==> config.mk <==
export PLATFORM = sky130hd
export DESIGN_NAME = block_state_mem
export DESIGN_NICKNAME = d
export VERILOG_FILES = /design/src/rtl/block_state_mem.sv
export SDC_FILE = /design/constraint.sdc
export NUM_CORES = 1
export LEC_CHECK = 0
export CORE_ASPECT_RATIO = 1.1
export CORE_MARGIN = 2
export CORE_UTILIZATION = 60
export DETAILED_ROUTE_END_ITERATION = 12
export PLACE_DENSITY = 0.79
export SETUP_SLACK_MARGIN = 0.2
export SKIP_CTS_REPAIR_TIMING = 1
export SLEW_MARGIN = 25
export SYNTH_ARGS = -nofsm -noshare
export SYNTH_HDL_FRONTEND = slang
export SYNTH_SLANG_ARGS = --single-unit
==> constraint.sdc <==
create_clock -name CLK -period 18.4 [get_ports CLK]
set_input_delay 1.84 -clock CLK [delete_from_list [all_inputs] [get_ports CLK]]
set_output_delay 1.84 -clock CLK [all_outputs]
set_load 0.01 [all_outputs]
==> src/rtl/block_state_mem.sv <==
// rtl/block_state_mem.sv - brick-field hit-point store with fill sequencer and live-brick counter
//
// Purpose:
//   Holds a HP_W-bit hit-point count per brick (0 = destroyed). Port A serves the
//   collision logic (read / write / saturating hit-decrement); port B serves the
//   renderer (read-only). A fill sequencer loads every entry after RESET or LOAD,
//   and LIVE_COUNT tracks the number of nonzero entries, pulsing CLEARED when it
//   reaches zero through port A activity.
//
// Configuration:
//   BLOCK_STATE_FWD_EN - when defined, a port B read of the address port A is
//   modifying this cycle returns the new value instead of the old one.
//
// Ports:
//   CLK            in   1         clock, all logic on posedge
//   RESET          in   1         synchronous, active-high
//   LOAD           in   1         start a field fill with LOAD_HP
//   LOAD_HP        in   HP_W      fill value, sampled with LOAD
//   BUSY           out  1         fill in progress
//   A_ADDR         in   ADDR_W    port A address
//   A_WRITE_ENABLE in   1         write A_IN to mem[A_ADDR]
//   A_IN           in   HP_W      port A write data
//   A_HIT          in   1         saturating decrement of mem[A_ADDR]
//   A_OUT          out  HP_W      mem[A_ADDR] before this cycle's op (registered)
//   B_ADDR         in   ADDR_W    renderer address
//   B_OUT          out  HP_W      registered read of mem[B_ADDR]
//   LIVE_COUNT     out  ADDR_W+1  number of nonzero entries
//   CLEARED        out  1         one-cycle pulse when LIVE_COUNT reaches 0 in IDLE

module block_state_mem #(
    parameter int DEPTH   = 85,
    parameter int ADDR_W  = 7,
    parameter int HP_W    = 2,
    parameter int INIT_HP = 1
) (
    input  logic              CLK,
    input  logic              RESET,
    input  logic              LOAD,
    input  logic [HP_W-1:0]   LOAD_HP,
    output logic              BUSY,
    input  logic [ADDR_W-1:0] A_ADDR,
    input  logic              A_WRITE_ENABLE,
    input  logic [HP_W-1:0]   A_IN,
    input  logic              A_HIT,
    output logic [HP_W-1:0]   A_OUT,
    input  logic [ADDR_W-1:0] B_ADDR,
    output logic [HP_W-1:0]   B_OUT,
    output logic [ADDR_W:0]   LIVE_COUNT,
    output logic              CLEARED
);

    typedef enum logic {S_IDLE, S_FILL} state_t;

    localparam logic [ADDR_W:0]   DEPTH_W  = (ADDR_W+1)'(DEPTH);
    localparam logic [ADDR_W-1:0] LAST_PTR = ADDR_W'(DEPTH - 1);
    localparam logic [HP_W-1:0]   INIT_VAL = HP_W'(INIT_HP);

    logic [HP_W-1:0]   mem [DEPTH];
    state_t            state;
    logic [ADDR_W-1:0] ptr;
    logic [HP_W-1:0]   fill_val;

    logic              a_valid;
    logic              b_valid;
    logic [HP_W-1:0]   a_old;
    logic [HP_W-1:0]   a_new;
    logic              a_mod;
    logic [HP_W-1:0]   b_next;

    always_comb begin
        a_valid = ({1'b0, A_ADDR} < DEPTH_W);
        b_valid = ({1'b0, B_ADDR} < DEPTH_W);

        // Out-of-range addresses read as 0 and never touch the array.
        a_old = '0;
        if (a_valid) begin
            a_old = mem[A_ADDR];
        end

        // Write wins over hit; a hit on a destroyed brick leaves it at 0.
        a_new = a_old;
        if (A_WRITE_ENABLE) begin
            a_new = A_IN;
        end else if (A_HIT && (a_old != '0)) begin
            a_new = a_old - 1'b1;
        end

        // Port A only acts in IDLE and yields to a LOAD arriving the same cycle.
        a_mod = (state == S_IDLE) && !LOAD && a_valid && (A_WRITE_ENABLE || A_HIT);

        b_next = '0;
        if (b_valid) begin
            b_next = mem[B_ADDR];
        end
`ifdef BLOCK_STATE_FWD_EN
        if (a_mod && (B_ADDR == A_ADDR)) begin
            b_next = a_new;
        end
`else
`endif
    end

    always_ff @(posedge CLK) begin
        if (RESET) begin
            state      <= S_FILL;
            ptr        <= '0;
            fill_val   <= INIT_VAL;
            BUSY       <= 1'b1;
            A_OUT      <= '0;
            B_OUT      <= '0;
            LIVE_COUNT <= '0;
            CLEARED    <= 1'b0;
        end else begin
            // Port B stays live in both states so a partial fill is visible.
            B_OUT   <= b_next;
            CLEARED <= 1'b0;

            case (state)
                S_FILL: begin
                    A_OUT <= '0;
                    if (LOAD) begin
                        // Restart from the top with the new value; nothing is
                        // written on the restart cycle itself.
                        ptr        <= '0;
                        fill_val   <= LOAD_HP;
                        LIVE_COUNT <= '0;
                    end else begin
                        mem[ptr] <= fill_val;
                        if (fill_val != '0) begin
                            LIVE_COUNT <= LIVE_COUNT + 1'b1;
                        end
                        if (ptr == LAST_PTR) begin
                            state <= S_IDLE;
                            BUSY  <= 1'b0;
                        end else begin
                            ptr <= ptr + 1'b1;
                        end
                    end
                end

                S_IDLE: begin
                    if (LOAD) begin
                        state      <= S_FILL;
                        BUSY       <= 1'b1;
                        ptr        <= '0;
                        fill_val   <= LOAD_HP;
                        LIVE_COUNT <= '0;
                        A_OUT      <= '0;
                    end else begin
                        A_OUT <= a_old;
                        if (a_mod) begin
                            mem[A_ADDR] <= a_new;
                            if ((a_old != '0) && (a_new == '0)) begin
                                LIVE_COUNT <= LIVE_COUNT - 1'b1;
                                CLEARED    <= (LIVE_COUNT == (ADDR_W+1)'(1));
                            end else if ((a_old == '0) && (a_new != '0)) begin
                                LIVE_COUNT <= LIVE_COUNT + 1'b1;
                            end
                        end
                    end
                end

                default: begin
                    state <= S_FILL;
                    ptr   <= '0;
                    BUSY  <= 1'b1;
                end
            endcase
        end
    end

endmodule

* Word level (Yosys, flattened, before mapping)
Memories as Yosys holds them, arrays and structs flattened. A register that Yosys moved wholly into a read port is not among the register bits. Cells that the tools add are included.
Cells by class: bitwise gates (word level) 4, reductions and logical operators 19, $add $sub $neg 4, order comparisons 2, muxes and demuxes 37, equality and inequality tests 9
Operators by type and width (number):
- 8-bit two-way mux | 6
- 7-bit two-way mux | 4
- 1-bit two-way mux | 16
- 8-bit case mux with 2 select lines | 1
- 7-bit less-than comparator, second input constant | 2
- 7-bit case mux with 2 select lines | 1
- 2-bit two-way mux | 6
- 8-bit by 1-bit adder with 8-bit output, second input constant | 1
- 8-bit by 1-bit == test with 1-bit output, second input constant | 1
- 8-bit by 1-bit subtractor with 8-bit output, second input constant | 1
- 7-bit by 1-bit adder with 7-bit output, second input constant | 1
- 7-bit == test, second input constant | 1
- 1-bit logical AND | 6
- 3-bit inequality test, second input constant | 2
- 3-bit AND reduction | 2
- 2-bit nonzero test | 3
- 5-bit OR reduction | 1
- 2-bit zero test | 2
- 2-bit inequality test, second input constant | 2
- 4-bit by 2-bit inequality test with 1-bit output, second input constant | 1
- 1-bit NOT | 4
- 1-bit case mux with 2 select lines | 2
- 2-bit case mux with 2 select lines | 1
- 2-bit OR reduction | 2
- other kinds (6) | 6
Word-level totals: memory bits (writable) 170, memories kept 1, register bits 22
Memory list:
- mem | depth 85, bits a word 2, rd ports 2, clocked after memory_dff 1, write ports 1, RTL line 58 | logic [HP_W-1:0] mem [DEPTH];

* Depth between registers and ports, before layout
Gate-level depths: netlist of the first run.
depth in word-level cells 13, depth in mapped cells 23, mapped depth without buffers 20

* Worst setup path after synthesis of the first run
Ideal clock, no wire load.
kind input -> register, from input port A_ADDR[1], to memory mem[0][1] (data pin), path slack 9902 ps, library setup time 888 ps, arrival 7610 ps, stages on the path 13, cell sequence buf_2 clkbuf_1 mux4_2 mux4_2 a22oi_1 a32oi_1 or2_1 inv_1 ha_1 nor2b_1 nand2_1 o31ai_1 o31ai_1
On the way: cells in the longest elaborated chain, start to end 10, elaborated cells on any way between the ends 17, classes of those cells add/sub (1); order compare (1); mux (9); reduce/logical (5); memory (1)
RTL lines:
- start: declaration | RTL line 41 | input logic [ADDR_W-1:0] A_ADDR,
- branches (longest 9 deep; another with memory read 85 x 2 bit)
- 2-bit two-way mux (no line) *
- end: declaration | RTL line 58
Every way passes the cells marked *.

* Final worst setup path of the first run
from input port A_ADDR[2], to register LIVE_COUNT[5]
On the way: cells in the longest elaborated chain, start to end 12, elaborated cells on any way between the ends 22, classes of those cells add/sub (1); order compare (1); eq/ne (2); mux (7); reduce/logical (10); memory (1)
RTL lines:
- branches (longest 12 deep; another with memory read 85 x 2 bit)
- end signal: assignment | RTL line 130 | LIVE_COUNT <= LIVE_COUNT + 1'b1;
- end signal: assignment | RTL line 154 | LIVE_COUNT <= LIVE_COUNT - 1'b1;
- end signal: assignment | RTL line 157 | LIVE_COUNT <= LIVE_COUNT + 1'b1;
- end: declaration | RTL line 48 | output logic [ADDR_W:0] LIVE_COUNT,
Several ways; the timed one is not identified. The select of a mux whose other input is x is not followed. A chain may end at the register's enable or synchronous reset.

==> results.md, run 1 <==
- The run finished with clean final reports.
- The number of port buffers is 36.
- The repair_antennas step left the layout with diodes totalling 0.
- The completed layout was analyzed and its total power is between 0.9 and 1 mW.
- The total I/O pin count is 37.
- The critical path contains buffers and inverters numbering 2 combined.
- The share of the core filled with cells is 68.5%.
- The vias after detailed routing is 7,017.
- Counting buffers and inverters, the worst setup path is 21 cells deep.
- Yosys mapped a number of flops with a built-in enable equal to 170.
- The internal power of the cells totals 0.762 mW.
- The number of global-route vias before repair is 7,012.
- The fraction of power consumed by sequential logic is 49.4%.
- In the synthesized netlist the dominant register cell turns out to be edfxtp_1.
- At the end of routability-driven placement, the weighted congestion stood at 0.930.
- For hold timing, the worst endpoint is LIVE_COUNT[7].
- The worst-case clock skew is 0.0112 ns.
- In this run the tightest slew margin relative to its limit is 33.3%.
- The CTS tree is yes.
- In this run the remaining antenna-violating nets after routing total 0.
- The most common library cell in the layout ignoring fill and taps is edfxtp_1.
- The sequential share of the synthesized area is 55.2%.
- The die is 128 um wide.
- The worst register-to-register path begins at mem[50][1].
- The distinct cell type count after synthesis is 63.
- In the routed layout, each cell is associated on average with a via count of 7.21.
- The worst hold path was traced through 2 stages.
- The final wirelength is 26.9 mm.
- The final worst hold slack is around 0.54 ns.
- STA classifies the critical path endpoint as a register.
- The aggregate negative setup slack is 0 ns.
- The initial antenna violation count is 0.
- The worst-path cell with the longest stage delay is clkdlybuf4s50_1.
- The synthesized netlist net count is 776.
- Across all register-to-register paths, the minimum setup slack is 13.78 ns.
- The logic depth of the worst register-to-register path is 19.
- The cell area after synthesis is 10,100 sq um.
- The first-pass GRT wire length is 41.5 mm.
- The max-slew violation count is 0.
- The longest clock path from root to sink contains 2 buffers.
- The global-route usage over all layers is 31.4%.
- The die is 140 um tall.
- The fmax is 0.146 GHz.
- The depth of the CTS H-tree is 4.
- Net switching is between 20% and 30% of the power.
- The clock network power share is 41.7%.
- The clock tree root driver cell is clkbuf_16.
- The initial DRC count is 1,004.
- The path class of the lowest-slack min-delay path is reg -> reg.
- In this run the power density over the cells is 86.7 nW/um^2.
- The count of endpoints failing hold in the final timing report is 0.
- The signal arrival time at the worst endpoint is 7.21 ns.
- Setup repair after global routing left no endpoint under its margin.
- The required time at the endpoint of the critical path is between 15 and 20 ns.
- The final layout contains 786 nets.
- Synthesis produced a netlist whose cell count is 746.
- The core box area is 16,400 sq um.
- Of all nets on the critical path, the largest fanout is 21.
- Counting every sink on the clock net gives 194.
- The final critical path takes up 37.2% of the cycle.
- The worst register-to-register path ends at LIVE_COUNT[5].
- The wire-length estimate of the detail-placed layout is between 15 and 20 mm.
- The final routed DRC violation total is 0.
- The startpoint identified for the worst hold timing path is LIVE_COUNT[7].
- Relative to the synthesized area, the layout overhead comes to 11.2%.
- The residual overflow from global routing is 0.
- The total of flip-flops plus latches after synthesis is 194.
- The biggest cell delay along the critical path is 1.13 ns.
- The critical path goes through clkdlybuf4s50_1 > nand2b_1 > o221ai_1 > a21oi_1 > or4_1 > a32oi_1 > or2_1 > inv_1 > ha_1 > nor2b_1 > nand2_1 > o31a_1 > o21ai_1 > ha_1 > nand2b_1 > nor4_1 > nor3b_1 > a31oi_1 > or3_1 > a21o_1 > a21oi_1.
- The kind of cell with the highest combined delay on the critical path is simple AND/OR/NAND/NOR gates.
- Yosys printed 0 warnings.
- Entering global routing, the biggest net connects 86 pins.
- The floorplan step defined a die boundary enclosing around 18,000 sq um.
- Counting I/O delays and the setup requirement, the final critical path takes 6.85 ns.
- The fraction of final layout cells sized beyond drive strength 1 is 17.3%.
- VDD sags by at most 0.0000685 V.
- The register clock-pin slew on the reported worst setup and hold paths is 0.07 ns.
- The setup-violating endpoint count in the final report is 0.
- The number of placement rows is between 40 and 50.
- The static leakage is 3.66 nW.
- The type of the worst setup path is in -> reg.
- The analysis attributes to net switching a power of 0.215 mW.
- Once the floorplan was initialized, standard cells occupied 61.6% of the core.
- The slew at the pin with the worst max-slew slack is 0.998 ns.
- The proportion of power drawn by combinational gates is 8.9%.
- The fraction of synthesis flops using an asynchronous set or reset pin is 0%.
- The top cell types in the final layout, fill and taps aside, are edfxtp_1, nor2_1, mux4_2, mux2i_1.
- The clock latency of the later-clocked register in the worst-skew pair is 0.44 ns.
- The number of iterations in the first detailed-routing pass is 6.
- Averaged over all synthesized cells, the footprint is 13.6 sq um.
- The CTS buffer count is 17.
- The number of max-capacitance violations reported is 0.
- After detailed routing, the average wire length per cell comes to 27.6 um.
- The startpoint class of the critical path is an input port.
power by group through the flow:
stage / combinational [mW] / sequential, mW / clock [mW]
floorplan: 0.0577 / 0.492 / 0
global placement: 0.0826 / 0.492 / 0
detailed placement: 0.0847 / 0.492 / 0
CTS: 0.0854 / 0.482 / 0.411
global route: 0.0920 / 0.482 / 0.426
finish: 0.0869 / 0.482 / 0.408
flip-flops by register name (all words and copies together), names as in the netlist:
signal      flops
LIVE_COUNT      8
state           1
fill_val        2
A_OUT           2
CLEARED         1
B_OUT           2
BUSY            1
ptr             7
mem           170
cell families (layout without fill, tap and decap cells):
logic type      count (synthesis)  in the layout  synth area share (%)
compound gates                 98             98                  7.00
xor+xnor                        7              7                 0.606
fa+ha+maj                       7              7                 0.865
buf+inv                        67             90                  2.82
flops                         194            194                  55.2
mux                           134            134                  22.0
simple gates                  239            239                  11.6
area by class of cell:
cell class / instances / area [sq um]
Tap cell: 204 / 255
Clock buffer: 20 / 447
Inverter: 10 / 37.5
Timing Repair Buffer: 48 / 444
Multi-Input combinational cell: 485 / 4290
Clock inverter: 12 / 204
Fill cell: 1114 / 5170
Sequential cell: 194 / 5590
tightest hold or removal path: stages, from the launching register on:
cell and delay (ns):
dfxtp_1 0.35, nand2_1 0.08, a21oi_1 0.06
through the flow:
stage	instance area (sq um)	setup WS, ns	cells
final	11300	11.55	973
after global routing	11300	11.20	973
after CTS	11200	11.72	973
after detailed placement	10600	11.28	941
after global placement	10600	11.56	941
after floorplan	10100	9.90	746
worst max-delay path by stage:
stage                          to       from
global route        LIVE_COUNT[5]  A_ADDR[2]
finish              LIVE_COUNT[5]  A_ADDR[2]
floorplan               mem[0][1]  A_ADDR[1]
CTS                 LIVE_COUNT[5]  A_ADDR[2]
global placement    LIVE_COUNT[4]  A_ADDR[2]
detailed placement  LIVE_COUNT[5]  A_ADDR[2]
synthesized netlist by cell type (3+ instances only):
library cell | n | area [sq um]
o21ai_1 | 4 | 20.0
a21o_1 | 5 | 37.5
edfxtp_1 | 170 | 5100
or3_1 | 8 | 50.1
mux4_2 | 70 | 1580
nand2b_1 | 7 | 43.8
nand2_1 | 42 | 158
buf_4 | 3 | 22.5
nand4_1 | 5 | 31.3
or2_1 | 8 | 50.1
buf_2 | 12 | 60.1
dfxtp_1 | 24 | 480
and2_1 | 4 | 25.0
a21oi_1 | 16 | 80.1
a211oi_1 | 5 | 37.5
inv_1 | 9 | 33.8
mux2_2 | 6 | 67.6
o22ai_1 | 12 | 75.1
o21a_1 | 4 | 30.0
clkbuf_1 | 39 | 146
o21ai_0 | 5 | 25.0
nor2b_1 | 10 | 62.6
nor2_1 | 73 | 274
nand3_1 | 10 | 50.1
and3_1 | 3 | 18.8
xor2_1 | 6 | 52.6
nor3_1 | 42 | 210
nor4_1 | 9 | 56.3
ha_1 | 7 | 87.6
a31oi_1 | 3 | 18.8
o31ai_1 | 3 | 22.5
o221ai_1 | 17 | 149
a211o_1 | 3 | 26.3
or2_2 | 4 | 25.0
nor3b_1 | 6 | 45.0
mux2i_1 | 58 | 581
per-layer routing:
layer | GRT usage (%) | share of wire (%) | up-vias
li1 | - | - | 2979
met1 | 41.0 | 36 | 3476
met2 | 51.8 | 50 | 471
met3 | 6.34 | 9.5 | 91
met4 | 13.1 | 4.2 | 0
met5 | 0 | 0 | -
Note: power is estimated with default switching activity, not from simulation.
==> inputs of run 2 (changes only) <==
==> constraint.sdc (replaced) <==
create_clock -name CLK -period 7.2 [get_ports CLK]
set_input_delay 0.72 -clock CLK [delete_from_list [all_inputs] [get_ports CLK]]
set_output_delay 0.72 -clock CLK [all_outputs]
set_load 0.01 [all_outputs]
==> results.md, run 2 (synthesized netlist as in run 1, its figures left out) <==
- The number of global-route vias before repair came to 7,156.
- The number of iterations in the first detailed-routing pass is 7.
- In this design, the largest share of critical-path delay is due to simple AND/OR/NAND/NOR gates.
- Clock-pin slew was measured on the worst setup and hold paths at 0.07 ns.
- Walking the worst path, the cells encountered are clkdlybuf4s50_1 > nand2b_1 > o221ai_1 > a21oi_1 > or4_1 > a32oi_1 > or2_1 > inv_1 > ha_1 > nor2b_1 > nand2_1 > o31a_1 > o21ai_1 > ha_1 > nand2b_1 > nor4_1 > nor3b_1 > a31oi_1 > or3_1 > a21o_1 > a21oi_1.
- At the placement stage, the worst setup path has a slack of 1.24 ns.
- Setup violations remaining at the end of the flow were counted as 0.
- Across the routed clock network, the largest skew measured is 0.0143 ns.
- The worst path in the final design needs a cycle of 5.62 ns, including I/O delays and setup.
- The number of nets in the finished design is 791.
- The growth of design area from synthesis to finish is 11.3%.
- The count of endpoints failing hold in the final timing report was 0.
- The initial antenna violation count is 0.
- Global routing used 30.7% of the available tracks across all layers.
- The final clock period utilization by the worst path is 78.1%.
- After detailed placement, the design holds a cell count of 945.
- The most common library cell in the layout ignoring fill and taps is edfxtp_1.
- Among all stages on the critical path, the largest delay is contributed by clkdlybuf4s50_1.
- The post-route netlist has 17.8% of its cells at a drive strength greater than 1.
- After detailed routing, the average wire length per cell comes to 27.2 um.
- For this block, the via count after detailed routing is 7,140.
- In this run, CTS created clock tree buffers numbering 17.
- The final HPWL from detailed placement is 17.5 mm.
- The share of the core filled with cells is a little under 70%.
- The startpoint class of the critical path is an input port.
- The depth of the CTS H-tree is 4.
- The number of diodes added for antenna fixing is 0.
- The setup path with the least slack is of type in -> reg.
- The first-pass GRT wire length is 40.9 mm.
- The final non-filler cell total is 978.
- The initial DRC count is 933.
- The largest driver fanout on the critical path is 21.
- The fmax is 0.178 GHz.
- 37 I/O pins were placed.
- STA puts the critical path data arrival time at 5.99 ns.
- The top cell types in the final layout, fill and taps aside, are edfxtp_1, nor2_1, mux4_2, mux2i_1.
- The number of placement rows is between 40 and 50.
- The clock latency of the later-clocked register in the worst-skew pair is 0.44 ns.
- The via density per instance is 7.30.
- The worst setup path is captured at a register.
- The max-slew violation count came to 0.
- The path class of the lowest-slack min-delay path is reg -> reg.
- The residual overflow from global routing is 0.
- The static leakage is 3.70 nW.
- At the pin with the least slew margin, the transition time is 0.923 ns.
- STA puts the critical path data required time at 7.57 ns.
- No sink is reached through more buffers than the 2 on the longest clock path.
- The floorplan step defined a core boundary enclosing roughly 16,000 sq um.
- The die outline width is roughly 130 um.
- In the final layout, the registers with the most flip-flops are mem (170), LIVE_COUNT (8), ptr (7).
- After layout, the worst setup slack is 1.58 ns.
- After detailed routing, the number of remaining DRC violations is 0.
- The flow ran to the end, and the final reports show no timing, DRC or antenna violations.
- The normalized max-slew margin is between 30% and 40%.
- The final wirelength is 26.6 mm.
- The detail route stage leaves a number of antenna-violating nets equal to 0.
- The total number of clock tree sinks is 194.
- TritonCTS built the clock tree.
- From bottom edge to top edge, the die measures 140 um.
- Power spread over the standard cell area amounts to 216 nW/um^2.
- Hold timing on the final database bottoms out at a slack of 0.506 ns.
- The register ranked first by flip-flop count is mem.
- For the final routed database, the setup TNS stands at 0 ns.
- The flip-flop count of the largest register, all copies and words added is 170.
- Input and output buffers added on the ports amount to 36.
- The total die area is 17,900 sq um.
- The number of max-capacitance violations reported is 0.
- Once the floorplan was initialized, standard cells occupied 61.6% of the core.
- The pin count of the biggest net entering global routing is 86.
- The clock tree root driver cell is clkbuf_16.
- The final RePlAce weighted congestion is roughly 0.96.
- Setup repair after global routing left no endpoint under its margin.
- The biggest cell delay along the critical path is 1.08 ns.
- Together, buffers and inverters on the worst path number 2.
- The highest ir drop seen on vdd is 0.000137 V.
==> run 2: per-stage QoR <==
step / power, mW / area, sq um
after floorplan: 1.41 / 10100
after global placement: 1.47 / 10600
after detailed placement: 1.47 / 10600
after CTS: 2.43 / 11200
after global routing: 2.49 / 11300
final: 2.43 / 11300
==> run 2: power by group <==
group          switching [mW]  internal [mW]  total [mW]
logic                   0.132         0.0920       0.224
registers             0.00381           1.23        1.23
clock network           0.443          0.531       0.974
==> run 2: per-layer routing <==
metal | global-route usage (%) | vias to the layer above | wire length, um
li1 | - | 2985 | -
met1 | 38.0 | 3512 | 9260
met2 | 50.8 | 529 | 13200
met3 | 7.79 | 114 | 2860
met4 | 14.8 | 0 | 1330
met5 | 0 | - | 0
==> run 2: cell type report <==
cell class	instances	area, sq um
multi-input cells	485	4280
inverters	10	37.5
clock inverters	12	138
flip-flops and latches	194	5590
well taps	204	255
fillers	1118	5160
repair buffers	53	495
clock buffers	20	478
==> run 2: worst reg2reg max path, cell delays in order, from the launching register on <==
cell and delay (ns):
edfxtp_1 0.40, mux4_2 0.52, mux4_2 0.53, a22oi_1 0.20
a32oi_1 0.12, or2_1 0.25, inv_1 0.06, ha_1 0.17
nor2b_1 0.08, or2_2 0.31, o21ai_1 0.15, ha_1 0.19
nand2b_1 0.17, nor4_1 0.45, nor3b_1 0.28, a31oi_1 0.09
or3_1 0.32, a21o_1 0.16, a21oi_1 0.13
==> run 2: worst paths after layout <==
path | start | endpoint | slack (ns) | cells after the start
max | A_ADDR[2] | LIVE_COUNT[5] | 1.58 | 21
min | LIVE_COUNT[7] | LIVE_COUNT[7] | 0.51 | 2
max reg2reg | mem[15][1] | LIVE_COUNT[5] | 2.56 | 18
min reg2reg | LIVE_COUNT[7] | LIVE_COUNT[7] | 0.51 | 2
==> inputs of run 3 (changes only) <==
==> constraint.sdc (replaced) <==
create_clock -name CLK -period 5.8 [get_ports CLK]
set_input_delay 0.58 -clock CLK [delete_from_list [all_inputs] [get_ports CLK]]
set_output_delay 0.58 -clock CLK [all_outputs]
set_load 0.01 [all_outputs]
==> results.md, run 3 (synthesized netlist as in run 1, its figures left out) <==
- The number of max-capacitance violations reported is 0.
- The number of placement rows is 49.
- The run finished with clean final reports.
- The final routed DRC violation total is 0.
- The residual overflow from global routing is 0.
- Once detail routing completed, the nets flagged for antenna violations numbered 0.
- The most common library cell in the layout ignoring fill and taps is edfxtp_1.
- 37 I/O pins were placed.
- The fmax is 0.194 GHz.
- The minimum clock period is 5.15 ns.
- The library cells used most frequently in the layout, excluding fill and tap cells, are edfxtp_1, nor2_1, mux4_2, mux2i_1.
- The die covers 17,900 sq um.
- The largest registers in the layout are mem (170), LIVE_COUNT (8), ptr (7).
- The number of global-route vias before repair came to roughly 7,100.
- The logic depth of the worst register-to-register path is 16.
- Dividing the detail-routed via count by the number of cells gives 7.11.
- The share of the core filled with cells is roughly 70%.
- The count of cells in the finished layout, fillers not included, comes to 992.
- The CTS buffer count is 17.
- The growth of design area from synthesis to finish is 11.8%.
- The routed wire length per instance is 26.3 um.
- The number of diodes added for antenna fixing is 0.
- Across all layers, the routed design uses 7,049 vias.
- The number of nets in the finished design is 805.
- Setup repair after global routing left no endpoint under its margin.
- For this design the ratio of total power to cell area is 257 nW/um^2.
- Adding up every negative setup slack in the final design gives 0 ns.
- The setup-violating endpoint count in the final report is 0.
- Summing all flip-flop and latch instances after layout gives 5590 sq um.
- In this run the worst hold path is classified as reg -> reg.
- The final HPWL from detailed placement is 17.7 mm.
- The first-pass GRT wire length is 40.8 mm.
- The max-slew violation count is 0.
- Routability-driven placement finished with a final weighted congestion of 1.02.
- The highest ir drop seen on vdd is 0.000211 V.
- The register ranked first by flip-flop count is mem.
- The area occupied by multi-input gates is ~4300 sq um.
- The count of endpoints failing hold in the final timing report was 0.
- The layer flagged by global routing as most heavily used is met2.
- The depth of the CTS H-tree is 4.
- The CTS tree is yes.
- The pin count of the biggest net entering global routing is 86.
- The clock latency of the later-clocked register in the worst-skew pair is about 0.44 ns.
- No sink is reached through more buffers than the 2 on the longest clock path.
- The met2 usage is around half.
- The flip-flop count of the largest register, all copies and words added is 170.
- The static leakage is around 3.7 nW.
- The y dimension of the die is between 100 and 150 um.
- Global routing used 40.2% of the available met1 tracks.
- Clock-pin slew was measured on the worst setup and hold paths at 0.07 ns.
- The slew at the pin with the worst max-slew slack is 0.862 ns.
- The worst hold path was traced through 2 stages.
- For this configuration, the core starts out at a cell density of 61.6%.
- The global routing met3 resource utilization is 6.68%.
- Once placement completed, the tool counted placed cells totaling 960.
- The normalized max-slew margin is 42.5%.
- Global routing used 30.6% of the available tracks across all layers.
- The initial DRC count is 924.
- The worst-case clock skew is 0.0114 ns.
- Data arrives at the worst endpoint at 5.51 ns.
- The routed design has ~26 mm of wire.
- The region available for standard cell placement spans 16,400 sq um.
- The startpoint class of the critical path is an input port.
- From left edge to right edge, the die measures 128 um.
- The fraction of final layout cells sized beyond drive strength 1 is about a fifth.
- Setup slack on the worst reg-to-reg path comes out at 1.16 ns.
- The tree built by TritonCTS fans out to 194 sinks.
- The clock tree root driver cell is clkbuf_16.
- The largest driver fanout on the critical path is 23.
- The critical path in this run is classified as in -> reg.
- Port buffering added 36 buffers.
- At the worst endpoint, the required time is around 6.2 ns.
- The initial antenna violation count is 1.
- Counting the fill cells in the layout gives between 1,000 and 1,500.
- The final clock period utilization by the worst path is approximately nine tenths.
- The first detailed-routing pass ran for 6 iterations.
- The worst setup path is captured at a register.
[run 3: cell types whose count changed in the layout (fill, tap and decap cells not counted)]
cell,before,now
buf_4,17,30
clkbuf_8,2,0
clkbuf_16,18,17
bufinv_16,1,0
inv_6,3,4
buf_16,1,0
clkinv_1,0,3
buf_12,0,2
[run 3: cell type report]
cell class,instances,area share [%]
Clock inverter,15,1.13
Tap cell,204,2.26
Timing Repair Buffer,67,5.35
Sequential cell,194,49.4
Multi-Input combinational cell,485,37.8
Clock buffer,17,3.76
Inverter,10,0.332
[run 3: per-layer routing]
layer	vias to the layer above	share of wire [%]
met3	89	11
met5	-	0
met4	0	4.6
met1	3468	37
met2	482	48
li1	3010	-
[run 3: worst max-delay path: stages]
cell and delay [ns]:
buf_2 0.64, mux4_2 0.62, mux4_2 0.52, a22oi_1 0.22
a32oi_1 0.12, or2_1 0.27, inv_1 0.10, ha_1 0.18
nor2b_1 0.08, or2_2 0.32, o21ai_1 0.16, ha_1 0.20
nand2b_1 0.17, or3b_2 0.53, o2bb2ai_1 0.20, or4b_1 0.44
a21oi_1 0.15
[run 3: worst paths after layout]
path | endpoint | start
max | LIVE_COUNT[6] | A_ADDR[0]
min | LIVE_COUNT[5] | LIVE_COUNT[5]
max reg2reg | LIVE_COUNT[6] | mem[2][1]
min reg2reg | LIVE_COUNT[5] | LIVE_COUNT[5]
[run 3: stage by stage]
| step | setup WS [ns] | hold WS (ns) | total power, mW | instance area (sq um) |
|---|---|---|---|---|
| 3_3_place_gp | 0.483 | 0.479 | 1.83 | 10800 |
| 6_report | 0.646 | 0.512 | 2.90 | 11300 |
| 4_1_cts | 0.702 | 0.509 | 2.91 | 11300 |
| 3_5_place_dp | 0.285 | 0.497 | 1.84 | 10800 |
| 2_1_floorplan | 0.244 | 0.485 | 1.74 | 10100 |
| 5_1_grt | 0.246 | 0.562 | 2.98 | 11300 |
[run 3: power breakdown]
part / internal [mW] / switching [mW] / leakage [nW]
combinational: 0.118 / 0.166 / 1.74
clock: 0.562 / 0.527 / 0.274
sequential: 1.52 / 0.00477 / 1.72
total: 2.20 / 0.698 / 3.74
